File: src/rtl/intadd_opnd_collect.sv
// ---------------------------------------------------------------------------
// intadd_opnd_collect
//
// Operand-collection stage in front of the 4-lane SIMD integer adder. Lane
// writes from the register-file read bus are assembled into two operands
// (src0/src1). The src0/src1 sign flags come from a separate config beat.
// Once every lane and the config have arrived, the stage enters ISSUE and
// holds the operands until the adder accepts them through a valid/ready
// handshake.
//
// Ports:
//   clk, rst_n      clock; synchronous active-low reset
//   flush           abort the current collection (data registers retained)
//   wr_en/wr_sel/wr_lane/wr_data
//                   lane write: operand select, lane index, lane data
//   cfg_valid/cfg_ready/cfg_sign_s0/cfg_sign_s1
//                   sign configuration beat
//   out_valid/out_ready/src0/src1/sign_s0/sign_s1
//                   operand handoff to the adder
//   busy            any lane or config collected, or operands pending
//   err_overwrite   pulse: an already-filled lane was written again
//   err_drop        pulse: a write or config arrived during ISSUE
//   issue_cnt       completed handshakes, wrapping
//
// Every output is a register or a decode of registered state. No input
// reaches an output in the same cycle.
// ---------------------------------------------------------------------------
module intadd_opnd_collect #(
  parameter int LANES = 4,
  parameter int LW    = 32,
  parameter int CNT_W = 16
) (
  input  logic                  clk,
  input  logic                  rst_n,
  input  logic                  flush,
  input  logic                  wr_en,
  input  logic                  wr_sel,
  input  logic [1:0]            wr_lane,
  input  logic [LW-1:0]         wr_data,
  input  logic                  cfg_valid,
  output logic                  cfg_ready,
  input  logic                  cfg_sign_s0,
  input  logic                  cfg_sign_s1,
  output logic                  out_valid,
  input  logic                  out_ready,
  output logic [LANES*LW-1:0]   src0,
  output logic [LANES*LW-1:0]   src1,
  output logic                  sign_s0,
  output logic                  sign_s1,
  output logic                  busy,
  output logic                  err_overwrite,
  output logic                  err_drop,
  output logic [CNT_W-1:0]      issue_cnt
);

  localparam int MW = 2 * LANES;
  localparam int DW = LANES * LW;

  typedef enum logic {
    COLLECT = 1'b0,
    ISSUE   = 1'b1
  } state_t;

  state_t            state_q, state_d;
  logic [MW-1:0]     mask_q, mask_d;
  logic              cfg_seen_q, cfg_seen_d;
  logic [DW-1:0]     src0_q, src1_q;
  logic              sign_s0_q, sign_s1_q;
  logic              out_valid_q;
  logic              err_overwrite_q, err_drop_q;
  logic [CNT_W-1:0]  issue_cnt_q;

  // Per-cycle decisions made by the next-state logic.
  logic              wr_acc, cfg_acc, ovw_d, drop_d, cnt_inc;
  logic [2:0]        widx;

  // Mask bit layout: bits [LANES-1:0] are src0 lanes, the upper half src1.
  assign widx = {wr_sel, wr_lane};

  // NOTE: every signal assigned in this block gets a default first, so no
  // path leaves a value unassigned and no latch is inferred.
  always_comb begin
    state_d    = state_q;
    mask_d     = mask_q;
    cfg_seen_d = cfg_seen_q;
    wr_acc     = 1'b0;
    cfg_acc    = 1'b0;
    ovw_d      = 1'b0;
    drop_d     = 1'b0;
    cnt_inc    = 1'b0;

    if (flush) begin
      // Flush wins over any same-cycle write, config or handshake, silently.
      state_d    = COLLECT;
      mask_d     = '0;
      cfg_seen_d = 1'b0;
    end else begin
      case (state_q)
        COLLECT: begin
          wr_acc  = wr_en;
          cfg_acc = cfg_valid;
          if (wr_en) begin
            ovw_d        = mask_q[widx];
            mask_d[widx] = 1'b1;
          end
          if (cfg_valid) cfg_seen_d = 1'b1;
          // Completion looks at the post-update mask so the final write and
          // a config in the same cycle both count.
          if ((&mask_d) && cfg_seen_d) state_d = ISSUE;
        end
        ISSUE: begin
          drop_d = wr_en | cfg_valid;
          if (out_ready) begin
            state_d    = COLLECT;
            mask_d     = '0;
            cfg_seen_d = 1'b0;
            cnt_inc    = 1'b1;
          end
        end
        default: state_d = COLLECT;
      endcase
    end
  end

  // NOTE: sequential state uses non-blocking assignments only, so every
  // register samples the pre-edge values of the others.
  always_ff @(posedge clk) begin
    if (!rst_n) begin
      state_q         <= COLLECT;
      mask_q          <= '0;
      cfg_seen_q      <= 1'b0;
      src0_q          <= '0;
      src1_q          <= '0;
      sign_s0_q       <= 1'b0;
      sign_s1_q       <= 1'b0;
      out_valid_q     <= 1'b0;
      err_overwrite_q <= 1'b0;
      err_drop_q      <= 1'b0;
      issue_cnt_q     <= '0;
    end else begin
      state_q         <= state_d;
      mask_q          <= mask_d;
      cfg_seen_q      <= cfg_seen_d;
      out_valid_q     <= (state_d == ISSUE);
      err_overwrite_q <= ovw_d;
      err_drop_q      <= drop_d;
      // Operand and sign registers are only written by accepted beats; they
      // keep their contents across handshakes and flushes.
      if (wr_acc) begin
        if (wr_sel) src1_q[int'(wr_lane)*LW +: LW] <= wr_data;
        else        src0_q[int'(wr_lane)*LW +: LW] <= wr_data;
      end
      if (cfg_acc) begin
        sign_s0_q <= cfg_sign_s0;
        sign_s1_q <= cfg_sign_s1;
      end
      if (cnt_inc) issue_cnt_q <= issue_cnt_q + 1'b1;
    end
  end

  assign cfg_ready     = (state_q == COLLECT);
  assign busy          = (state_q == ISSUE) || (|mask_q) || cfg_seen_q;
  assign out_valid     = out_valid_q;
  assign src0          = src0_q;
  assign src1          = src1_q;
  assign sign_s0       = sign_s0_q;
  assign sign_s1       = sign_s1_q;
  assign err_overwrite = err_overwrite_q;
  assign err_drop      = err_drop_q;
  assign issue_cnt     = issue_cnt_q;

endmodule
File: config.mk
export PLATFORM = sky130hd
export DESIGN_NAME = intadd_opnd_collect
export DESIGN_NICKNAME = d
export VERILOG_FILES = /design/src/rtl/intadd_opnd_collect.sv
export SDC_FILE = /design/constraint.sdc
export NUM_CORES = 1
export LEC_CHECK = 0
export ABC_CLOCK_PERIOD_IN_PS = 4000
export BUFFER_PORTS_ARGS = -buffer_cell sky130_fd_sc_hd__buf_2
export CAP_MARGIN = 20
export CORE_MARGIN = 5
export CORE_UTILIZATION = 45
export CTS_CLUSTER_SIZE = 14
export DETAILED_ROUTE_END_ITERATION = 10
export GPL_TIMING_DRIVEN = 0
export PLACE_DENSITY = 0.82
export SLEW_MARGIN = 20
export SYNTH_ARGS = -nofsm -noshare
export SYNTH_HDL_FRONTEND = slang
export SYNTH_SLANG_ARGS = --single-unit
File: constraint.sdc
create_clock -name clk -period 4 [get_ports clk]
set_clock_uncertainty 0.15 [all_clocks]
set_input_delay 0.6 -clock clk [delete_from_list [all_inputs] [get_ports clk]]
set_output_delay 0.6 -clock clk [all_outputs]
set_load 0.02 [all_outputs]
# Word-level counts from Yosys, hierarchy flattened
# Cells that the tools add are included.
# totals
inputBits	43
ff_bits	286
elab_cells	60
output_inout_bits	279
# classes
n_reduce_logical	11
add_sub_neg	2
n_shift	2
order_cmp	2
n_mux	26
n_bitwise	6
eq_ne	1
# op_table
cell	count
$bwmux W128	2
$shift A32 B33 Y128 const A	1
$shiftx A32 B33 Y128	1
$neg A7 Y33	1
$mux W8	4
$add A16 B1 Y16 const B	1
$pmux W8 S2	1
$mux W1	15
$or A8 B8 Y8	1
$reduce_and A8 Y1	1
$reduce_or A8 Y1	1
$lt A3 B4 Y1 const B	1
$not A1 Y1	4
$pmux W1 S2	2
$reduce_and A2 Y1	2
$reduce_or A4 Y1	1
$bmux W1 S3	1
$demux W1 S3	1
$ge A3 B1 Y1 const B	1
$reduce_or A3 Y1	1
$logic_and A1 B1 Y1	2
$logic_or A1 B1 Y1	2
$ne A2 B2 Y1 const B	1
$reduce_or A2 Y1	1
$or A1 B1 Y1	1

# Depth between registers and ports, before layout
# Gate-level depths: netlist (run 1).
# depth
depth_word	12
ltp_mapped	9

# Least setup slack after synthesis (run 1)
# OpenSTA, ideal clock, no wires.
# synth_path
kind	input -> register
start	in wr_lane[1]
end	reg src0_q[88] (netlist: src0[88])
slack_ns	1.541
setup_time_ns	0.070
cell_stages	8
arrival_time_ns	2.239
cell_sequence	clkbuf_1 inv_1 ha_1 nor3b_1 clkbuf_1 buf_1 nand3_1 a21oi_1
# synth_between
elab_chain_len	3
word_cells_on_any_way	4
cone_classes	add/sub (1); shift (2); mux (1)
# synth_lines
element	line_no	source
start: declaration	38	input logic [1:0] wr_lane,
$neg A7 Y33 (*)	151	else src0_q[int'(wr_lane)*LW +: LW] <= wr_data;
$shiftx A32 B33 Y128 / $shift A32 B33 Y128 (equally long branches)	151	
$bwmux W128 (*)	151	
end signal: indexed assignment	151	
end: declaration	67	logic [DW-1:0] src0_q, src1_q;
# Every way passes the cells marked *; elsewhere a longest branch is shown, timed or not.
# A chain may end at the register's enable or synchronous reset.

# Worst setup path after layout (run 1)
# layout_path
start	in wr_lane[1]
end	reg src1_q[43] (netlist: src1[43])
# layout_between
elab_chain_len	3
word_cells_on_any_way	4
cone_classes	add/sub (1); shift (2); mux (1)
# layout_lines
element	line_no	source
$neg A7 Y33 (*)	150	if (wr_sel) src1_q[int'(wr_lane)*LW +: LW] <= wr_data;
$shiftx A32 B33 Y128 / $shift A32 B33 Y128 (equally long branches)	150	
$bwmux W128 (*)	150	
end signal: indexed assignment	150	
end: declaration	67	
# Marked as above.

==> reports/metrics.cfg, run 1 <==
[global_routing]
grt.total_usage_pct=26.75
grt_pass1_vias=10030
grt_start_max_net_pins=15
antenna_found_initial=0
grt_pass1_wl_um=56520
overflow=0

[timing]
min_period_ns=3.002
worst_slew_pin_slew_ns=0.9140
relSlewSlack_pct=38.74
drv_slew=0
hold_violations=0
rsz0062_at_grt=no
holdWs_ns=0.1397
setup_violations=0
max_freq_mhz=333.1
fin_crit_sh_pct=75.05
setup_tns_ns=0

[hold_path]
min_path_type=in -> reg
hold_start=cfg_sign_s0

[setup_path]
path_buf_inv=5
critical_path.slowest_cell=clkbuf_1
critPathCaptureType=register
worstSetupPathType=in -> reg
crit_chain=buf_2 > clkbuf_1 > inv_1 > ha_1 > nor3b_1 > clkbuf_1 > clkbuf_1 > nand3_1 > a21oi_1
worstPathRequired_ns=4.32
cpMostUsedCell=clkbuf_1
crit_start=wr_lane[1]
start_kind=input pin
crit_fanout=10
cpPeakStageDelay_ns=0.64
critPathTopFamily=buffers and inverters
r2r_start=out_valid$_SDFF_PP0_
arrival_ns=3.32

[logic_synthesis]
synth_area_um2=10690
yosys.area_share.simple_pct=23.47
synth_cell_types=47
synthXorXnorAreaFrac_pct=0.7377
synth_top_family_by_area=simple AND/OR/NAND/NOR gates
synth_ff_type=dfxtp_1
muxShareOfSynthArea_pct=0.7963
synth_edf_count=0
synth_warnings=0
synthesis.nets=1340
synth_fa_ha_area_share_pct=0.5855
async_flop_share_pct=0
synth-seq-cells=286
syn_inst=1292
synth_compound_area_share_pct=15.02
ys_seq_area_share_pct=53.58
avgSynthCellArea_um2=8.270

[final_layout]
drive_gt1_share_pct=23.97
nets=1659
area_growth_syn_to_layout_pct=26.18
antenna_cells=0
layout.cells.most_common=buf_2
mostFrequentLayoutCells=buf_2, dfxtp_1, nand2_1, a21oi_1, nand3_1
fill_cells=2150
register_area_um2=5725
multi_input_area_um2=4339

[routing]
met2WireLength_um=18190
vias=10840
route.detailed.drc=0
vias_per_cell=5.561
wl_met1_um=14980
drt_wl_total_um=38220
antenna_left=0
first_pass_iters=9
drt-initial-drc-count=1128
wl_met3_um=3646
maxUsedRoutingLayer=met4
avgRoutedWirePerCell_um=19.60

[placed_design]
gp_congestion=0.9137
port_buffers=289
hpwl_um=27680

[die]
num_rows=56
core_area_um2=23400
ios=322
fp.dieW_um=164.1
die_h_um=164.1
die_area_um2=26930
start_util_pct=45.66

[flow_run]
drv_cap=0

[clock_tree]
clock_path_buffers=3
clock_sinks=286
cts_root_buf=clkbuf_16
htreeDepth=1
numCtsBuffers=28
clkTransAtPathRegs_ns=0.06
postCtsHoldBufs=0
cts_setup_buffers=0
cts_tree=built
cts-resized-gates=0
clock_latency_ns=0.54

[power]
power-per-cell-area_nw_per_um2=439.0
design_power_total_mw=5.919
ir_drop_mv=0.2799
leakage_nw=5.545

[run_status]
status=finished, final reports clean

[per-stage QoR]
stage / utilization [%] / area [µm²] / worst slack, ns / std cells
3_5_place_dp: 53.54 / 12530 / 0.4941 / 1900
3_3_place_gp: 53.54 / 12530 / 0.5328 / 1900
6_report: 57.61 / 13480 / 0.9981 / 1950
4_1_cts: 57.61 / 13480 / 1.055 / 1950
2_1_floorplan: - / 10690 / 1.541 / 1292
5_1_grt: 57.61 / 13480 / 0.7842 / 1950
[registers in the layout (all words and copies together), names as in the netlist, 8 cells and up]
| signal | count |
|---|---|
| src0 | 128 |
| src1 | 128 |
| issue_cnt | 16 |
| mask_q | 8 |
[worst min-delay path: stages]
cell	delay, ns
buf_2	0.07
mux2i_1	0.06
nor2_1	0.07
[cells in the mapped netlist, drive strengths merged (3+ instances only)]
cell type	count	area (µm²)
nor2b	6	37.54
nand2	210	788.3
xor2	5	43.79
nor2	90	337.8
a21oi	205	1026
and3	5	32.53
dfxtp	286	5725
and2	7	43.79
inv	6	22.52
or3	4	26.28
clkbuf	123	503.0
nand3	202	1011
mux2i	4	40.04
nand4	5	37.53
nor4	3	18.77
a22oi	64	480.5
and4b	3	30.03
nor3	3	20.02
ha	5	62.56
xnor2	4	35.03
buf	21	95.09
o21ai	10	50.05
[final cells by class]
class / instances / share of cell area, %
multi-input combinational: 856 / 32.18
timing repair buffer: 289 / 10.73
clock buffer: 35 / 5.698
clock inverter: 15 / 1.364
inverter: 6 / 0.1670
buffer: 144 / 4.436
tap: 319 / 2.960
sequential: 286 / 42.46
[power by group]
group          switching, mW  internal, mW  total, mW
clock                   1.12          1.62       2.73
combinational          0.254        0.0666      0.321
sequential           0.00764          2.86       2.87
[final timing paths]
check                                              to  slack (ns)  cells past startpoint
worst max-delay path            src1[43]$_SDFFE_PN0P_         1.0                      9
worst min-delay path             sign_s0$_SDFFE_PN0P_        0.14                      3
worst max register to register  src0[26]$_SDFFE_PN0P_        1.36                      6
worst min register to register  src0[74]$_SDFFE_PN0P_        0.30                      2
[routing by layer]
layer  vias up  global-route usage, %
met2       576                  44.80
met4         0                  10.48
met5         -                      0
li1       5049                      -
met1      5133                  33.83
met3        85                  5.596
[kinds of logic after synthesis]
family / Yosys count
adders and majority gates: 5
buffers and inverters: 150
muxes: 6
and+or+nand+nor: 551
DFF: 286
xor gates and xnor gates: 9
AOI/OAI and AO/OA: 285
Power figures use the tool's default switching activity.
==> inputs of run 2 (changes only) <==
Settings changed: ABC_AREA from default to 1, ABC_CLOCK_PERIOD_IN_PS 4000 to 2800.
Clock period 4 ns to 2.8 ns, I/O delays scaled along.
==> run 2 against run 1 <==
Compared with the run above:
- clock-buffer cell count rose by 10
- worst setup slack got worse by 0.57 ns
- global-route usage rose by 3.2 points
- synthesized cell count rose by 20%
- highest routed layer is now met5
==> reports/metrics.cfg, run 2 <==
[routing]
drt_wl_total_um=44540  ; +17%
antenna_left=0  ; unchanged
avgRoutedWirePerCell_um=19.78  ; +0.91%
drt-initial-drc-count=1234  ; +9.4%
route.detailed.drc=0  ; unchanged
vias_per_cell=5.357  ; -3.7%
first_pass_iters=6  ; -3
vias=12070  ; +11%

[logic_synthesis]
synth_most_common_cell=nor2_1
yosys.area.top_type=dfxtp_1
async_flop_share_pct=0  ; unchanged
ys_seq_area_share_pct=50.95  ; -2.6 points
yosys.area.top_type_share_pct=50.95  ; -2.6 points
synthesis.nets=1593  ; +19%
yosys-top-cells-count=nor2_1, nand2_1, dfxtp_1, o21ai_0, a21oi_1
synth_ff_type=dfxtp_1
synth_area_um2=11240  ; +5.2%
synth_warnings=0  ; unchanged
synth_cell_types=28  ; -40%
syn_inst=1545  ; +20%
avgSynthCellArea_um2=7.273  ; -12%
synth-seq-cells=286  ; unchanged
synth_edf_count=0  ; unchanged
synth_area_leaders=dfxtp_1, nor2_1, nand2_1, o21ai_0, a21oi_1

[setup_path]
path_buf_inv=7  ; +2
cpPeakStageDelay_ns=0.48  ; -0.16 ns
crit_chain=buf_2 > inv_1 > buf_2 > ha_1 > buf_2 > inv_2 > nor2_2 > inv_1 > clkbuf_1 > nor3_1 > nor2_1 > nor2_1
worstRegToRegCells=8  ; +2
rrSetupSlack_ns=0.84  ; -0.52 ns
worstSetupPathType=in -> reg
cpMostUsedCell=buf_2
critPathCaptureType=register
critical_path.slowest_cell=nor3_1
start_kind=input pin
reg2reg_to=src0[27]$_SDFFE_PN0P_
crit_fanout=11  ; +1
critPathTopFamily=buffers and inverters
arrival_ns=2.70  ; -0.62 ns
worstPathRequired_ns=3.13  ; -1.19 ns
r2r_start=out_valid$_SDFF_PP0_

[power]
leakage_nw=7.020  ; +27%
ir_drop_mv=0.4386  ; +57%
power-per-cell-area_nw_per_um2=617.8  ; +41%

[die]
num_rows=57  ; +1.8%
die_h_um=168.0  ; +2.4%
core_area_um2=24460  ; +4.5%
ios=322  ; unchanged
die_area_um2=28230  ; +4.8%
fp.dieW_um=168.0  ; +2.4%
start_util_pct=45.94  ; +0.28 points

[clock_tree]
cts_setup_buffers=0  ; unchanged
htreeDepth=1  ; unchanged
clock_path_buffers=3  ; unchanged
clock_latency_ns=0.54  ; about the same
cts_root_buf=clkbuf_16
cts_tree=built
clock_sinks=286  ; unchanged
numCtsBuffers=30  ; +7.1%
clkTransAtPathRegs_ns=0.06  ; about the same

[timing]
relSlewSlack_pct=37.39  ; -1.3 points
max_freq_mhz=422.1
min_period_ns=2.369
hold_violations=0  ; unchanged
drv_slew=0  ; unchanged
rsz0062_at_grt=no
fin_crit_sh_pct=84.62
setup_tns_ns=0  ; unchanged
worst_slew_pin_slew_ns=0.9391  ; +0.02514 ns
setup_violations=0  ; unchanged

[hold_path]
hold_start=wr_data[20]
min_path_type=in -> reg
min_to=src0[116]$_SDFFE_PN0P_
whs_path_depth=3  ; unchanged

[final_layout]
area_growth_syn_to_layout_pct=27.00
layout.cells.most_common=nor2_1
nets=1948  ; +17%
mostFrequentLayoutCells=nor2_1, buf_2, nand2_1, dfxtp_1, o21ai_0
drive_gt1_share_pct=22.96  ; -1.0 points
fill_cells=2282  ; +6.1%
fin_cells=2252  ; +15%
design_area_um2=14270  ; +5.8%

[global_routing]
antenna_found_initial=8  ; +8
grt_pass1_vias=11760  ; +17%
grt_start_max_net_pins=15  ; unchanged
grt.total_usage_pct=29.99  ; +3.2 points
overflow=0  ; unchanged
grt_pass1_wl_um=66930  ; +18%

[placed_design]
gp_congestion=0.9736  ; +6.6%
place_inst=2190  ; +15%
placed_area_um2=13250  ; +5.7%
port_buffers=321  ; +11%
hpwl_um=33990  ; +23%

[run_status]
status=finished, final reports clean

[flow_run]
drv_cap=0  ; unchanged

-- run 2: how the worst max path moves through the flow --
stage,start,cells after the start,endpoint
global route,wr_lane[0],12,src0[36]$_SDFFE_PN0P_
global placement,wr_lane[0],12,src0[22]$_SDFFE_PN0P_
CTS,wr_lane[0],12,src0[27]$_SDFFE_PN0P_
detailed placement,wr_lane[0],12,src0[14]$_SDFFE_PN0P_
floorplan,wr_lane[0],11,src0[10]$_SDFFE_PN0P_
finish,wr_lane[0],12,src0[36]$_SDFFE_PN0P_
-- run 2: cell type report --
type	instances	area (µm²)	area share (%)
Antenna cell	7	17.52	0.1227
Buffer	96	498.0	3.489
Clock buffer	45	888.4	6.225
Clock inverter	8	96.34	0.6751
Inverter	81	304.0	2.130
Multi-Input combinational cell	1082	4710	33.00
Sequential cell	286	5725	40.12
Tap cell	324	405.4	2.841
Timing Repair Buffer	323	1627	11.40
-- run 2: layer usage --
metal | share of wire (%) | track usage (%) | up-vias
li1 | - | - | 5621
met1 | 38 | 36.25 | 5598
met2 | 46 | 50.30 | 689
met3 | 11 | 7.479 | 155
met4 | 5.5 | 13.90 | 2
met5 | 0.029 | 0 | -
-- run 2: logic make-up after synthesis --
family | share of synthesized area (%)
adder cells (fa/ha/maj) | 0.5567
AND/OR/NAND/NOR | 27.34
AO/OA/AOI/OAI | 13.94
flip-flops | 50.95
XOR/XNOR | 0.07796
buffers and inverters | 7.137
-- run 2: power breakdown --
part,switching (mW),total (mW),internal (mW)
Sequential,0.0332,4.16,4.12
Combinational,0.505,0.666,0.162
Clock,1.63,3.99,2.36
-- run 2: worst reg2reg max path: stages (launching register included) --
cell,delay (ns)
dfxtp_1,0.31
buf_4,0.17
nor2_8,0.16
nand3_4,0.18
inv_2,0.21
nand2_1,0.22
buf_2,0.26
nand2_1,0.10
a21oi_1,0.08
-- run 2: stage by stage --
step | hold WS (ns) | setup slack, ns | util, % | power (mW)
2_1_floorplan | 0.3104 | 0.7190 | - | 4.604
3_3_place_gp | 0.2942 | -0.02060 | 54.16 | 4.886
3_5_place_dp | 0.2991 | -0.08057 | 54.16 | 4.894
4_1_cts | 0.01746 | 0.4504 | 58.27 | 8.837
5_1_grt | 0.03838 | 0.2649 | 58.33 | 9.084
6_report | 0.03486 | 0.4307 | 58.34 | 8.817
-- run 2: timing repair --
item / CTS / global route
hold endpoints to repair: 2 / 0
hold buffers: 2 / 0
resized for setup: 0 / 0
==> inputs of run 3 (changes only) <==
Settings changed: ABC_CLOCK_PERIOD_IN_PS 2800 to 2200.
Clock period 2.8 ns to 2.2 ns, I/O delays scaled along.
==> run 3 against run 2 <==
Compared with the run above:
- clock power rose by 27%
- cell count grew 0.31%
- total power increased by 28%
- core utilization grew 0.57 points
- die area stayed put
- clock-buffer cell count unchanged
- largest cell class unchanged
==> reports/metrics.cfg, run 3 (synthesized netlist as in run 2, its figures left out) <==
[timing]
rsz0062_at_grt=no
setup_tns_ns=0  ; unchanged
relSlewSlack_pct=36.64  ; -0.75 points
setup_violations=0  ; unchanged
min_period_ns=2.125
max_freq_mhz=470.6
fin_crit_sh_pct=96.59
worst_slew_pin_slew_ns=0.9504  ; +0.01124 ns
hold_violations=0  ; unchanged
drv_slew=0  ; unchanged

[hold_path]
whs_path_depth=3  ; unchanged
hold_start=wr_data[5]
min_path_type=in -> reg
min_to=src1[69]$_SDFFE_PN0P_

[power]
design_power_total_mw=11.25  ; +28%
leakage_nw=7.079  ; +0.83%
ir_drop_mv=0.5562  ; +27%
power-per-cell-area_nw_per_um2=780.8  ; +26%

[routing]
vias=12120  ; +0.46%
antenna_left=0  ; unchanged
drt_wl_total_um=44720  ; +0.41%
avgRoutedWirePerCell_um=19.80  ; about the same
route.detailed.drc=0  ; unchanged
first_pass_iters=6  ; unchanged
vias_per_cell=5.366  ; +0.15%
drt-initial-drc-count=1298  ; +5.2%

[global_routing]
grt_pass1_vias=11850  ; +0.71%
grt.total_usage_pct=30.11  ; +0.12 points
overflow=0  ; unchanged
grt_start_max_net_pins=15  ; unchanged
grt_pass1_wl_um=67310  ; +0.57%
antenna_found_initial=4  ; -4

[setup_path]
crit_fanout=11  ; unchanged
start_kind=input pin
reg2reg_to=src0[27]$_SDFFE_PN0P_
r2r_start=out_valid$_SDFF_PP0_
worstRegToRegCells=8  ; unchanged
worstPathRequired_ns=2.51  ; -0.62 ns
worstSetupPathType=in -> reg
rrSetupSlack_ns=0.22  ; -0.62 ns
arrival_ns=2.44  ; -0.26 ns
critPathCaptureType=register

[final_layout]
area_growth_syn_to_layout_pct=28.25
mostFrequentLayoutCells=nor2_1, buf_2, nand2_1, dfxtp_1, o21ai_0
fill_cells=2255  ; -1.2%
nets=1959  ; +0.56%
post-route-util_pct=58.91  ; +0.57 points
drive_gt1_share_pct=23.29  ; +0.34 points
fin_cells=2259  ; +0.31%
design_area_um2=14410  ; +0.98%
layout.cells.most_common=nor2_1

[die]
die_h_um=168.0  ; unchanged
num_rows=57  ; unchanged
fp.dieW_um=168.0  ; unchanged
start_util_pct=45.94  ; unchanged
core_area_um2=24460  ; unchanged
ios=322  ; unchanged
die_area_um2=28230  ; unchanged

[clock_tree]
clock_latency_ns=0.54  ; about the same
clock_sinks=286  ; unchanged
cts_tree=built
clkTransAtPathRegs_ns=0.06  ; about the same
cts_setup_buffers=0  ; unchanged
clock_path_buffers=3  ; unchanged
htreeDepth=1  ; unchanged
cts_root_buf=clkbuf_16
numCtsBuffers=30  ; unchanged

[placed_design]
hpwl_um=33990  ; unchanged
port_buffers=321  ; unchanged
placed_area_um2=13250  ; unchanged
place_inst=2190  ; unchanged
gp_congestion=0.9736  ; unchanged

[flow_run]
drv_cap=0  ; unchanged

[run_status]
status=finished, final reports clean

[run 3: changes by cell type in the layout (fill, tap and decap cells not counted), moves of 2 or more]
cell           change
clkbuf_4           +2
nor2_2             +2
nor2_1             -3
clkbuf_2           +2
dlygate4sd3_1     +11
clkbuf_1           -4
diode_2            -4
[run 3: power breakdown]
group / internal (mW) / switching (mW)
clock: 3.00 / 2.08
sequential: 5.25 / 0.0425
combinational: 0.223 / 0.654
[run 3: layout make-up]
cell class	count	area [µm²]	share of cell area, %
Antenna cell	3	7.507	0.05209
Buffer	96	508.0	3.525
Clock buffer	45	888.4	6.164
Clock inverter	8	96.34	0.6685
Inverter	81	304.0	2.110
Multi-Input combinational cell	1082	4740	32.89
Sequential cell	286	5725	39.73
Tap cell	324	405.4	2.813
Timing Repair Buffer	334	1737	12.05
[run 3: per-stage QoR]
step	worst slack [ns]	hold slack (ns)
CTS	-0.003012	0.001198
detailed placement	-0.5906	0.2991
global route	0.0007785	0.02239
floorplan	0.2090	0.3104
global placement	-0.5306	0.2942
finish	0.07492	0.03204
[run 3: worst max path at each step]
stage          slack, ns                      to       start  depth (start not counted)
6_report            0.07   src0[27]$_SDFFE_PN0P_  wr_lane[0]                         12
2_1_floorplan       0.21   src0[10]$_SDFFE_PN0P_  wr_lane[0]                         11
5_1_grt           0.0008  src1[118]$_SDFFE_PN0P_  wr_lane[0]                         12
3_3_place_gp       -0.53   src0[22]$_SDFFE_PN0P_  wr_lane[0]                         12
3_5_place_dp       -0.59   src0[14]$_SDFFE_PN0P_  wr_lane[0]                         12
4_1_cts           -0.003   src1[81]$_SDFFE_PN0P_  wr_lane[0]                         12
[run 3: critical path, cell delays in order]
cell and delay [ns]:
buf_2 0.15, inv_1 0.11, clkbuf_4 0.23, ha_1 0.32, clkbuf_4 0.20, inv_2 0.09, buf_4 0.19, nand3_4 0.17
buf_2 0.24, nor2_1 0.14, nand2_1 0.08, a21oi_1 0.18
[run 3: routing by layer]
metal | track usage (%) | share of wire [%]
met4 | 14.22 | 5.6
met1 | 36.50 | 38
met2 | 50.42 | 46
met5 | 0 | 0
met3 | 7.268 | 10
[run 3: timing repair]
action	CTS	global route
hold endpoints to repair	19	0
setup endpoints to repair	22	145
hold buffers	13	0
resized for setup	3	15
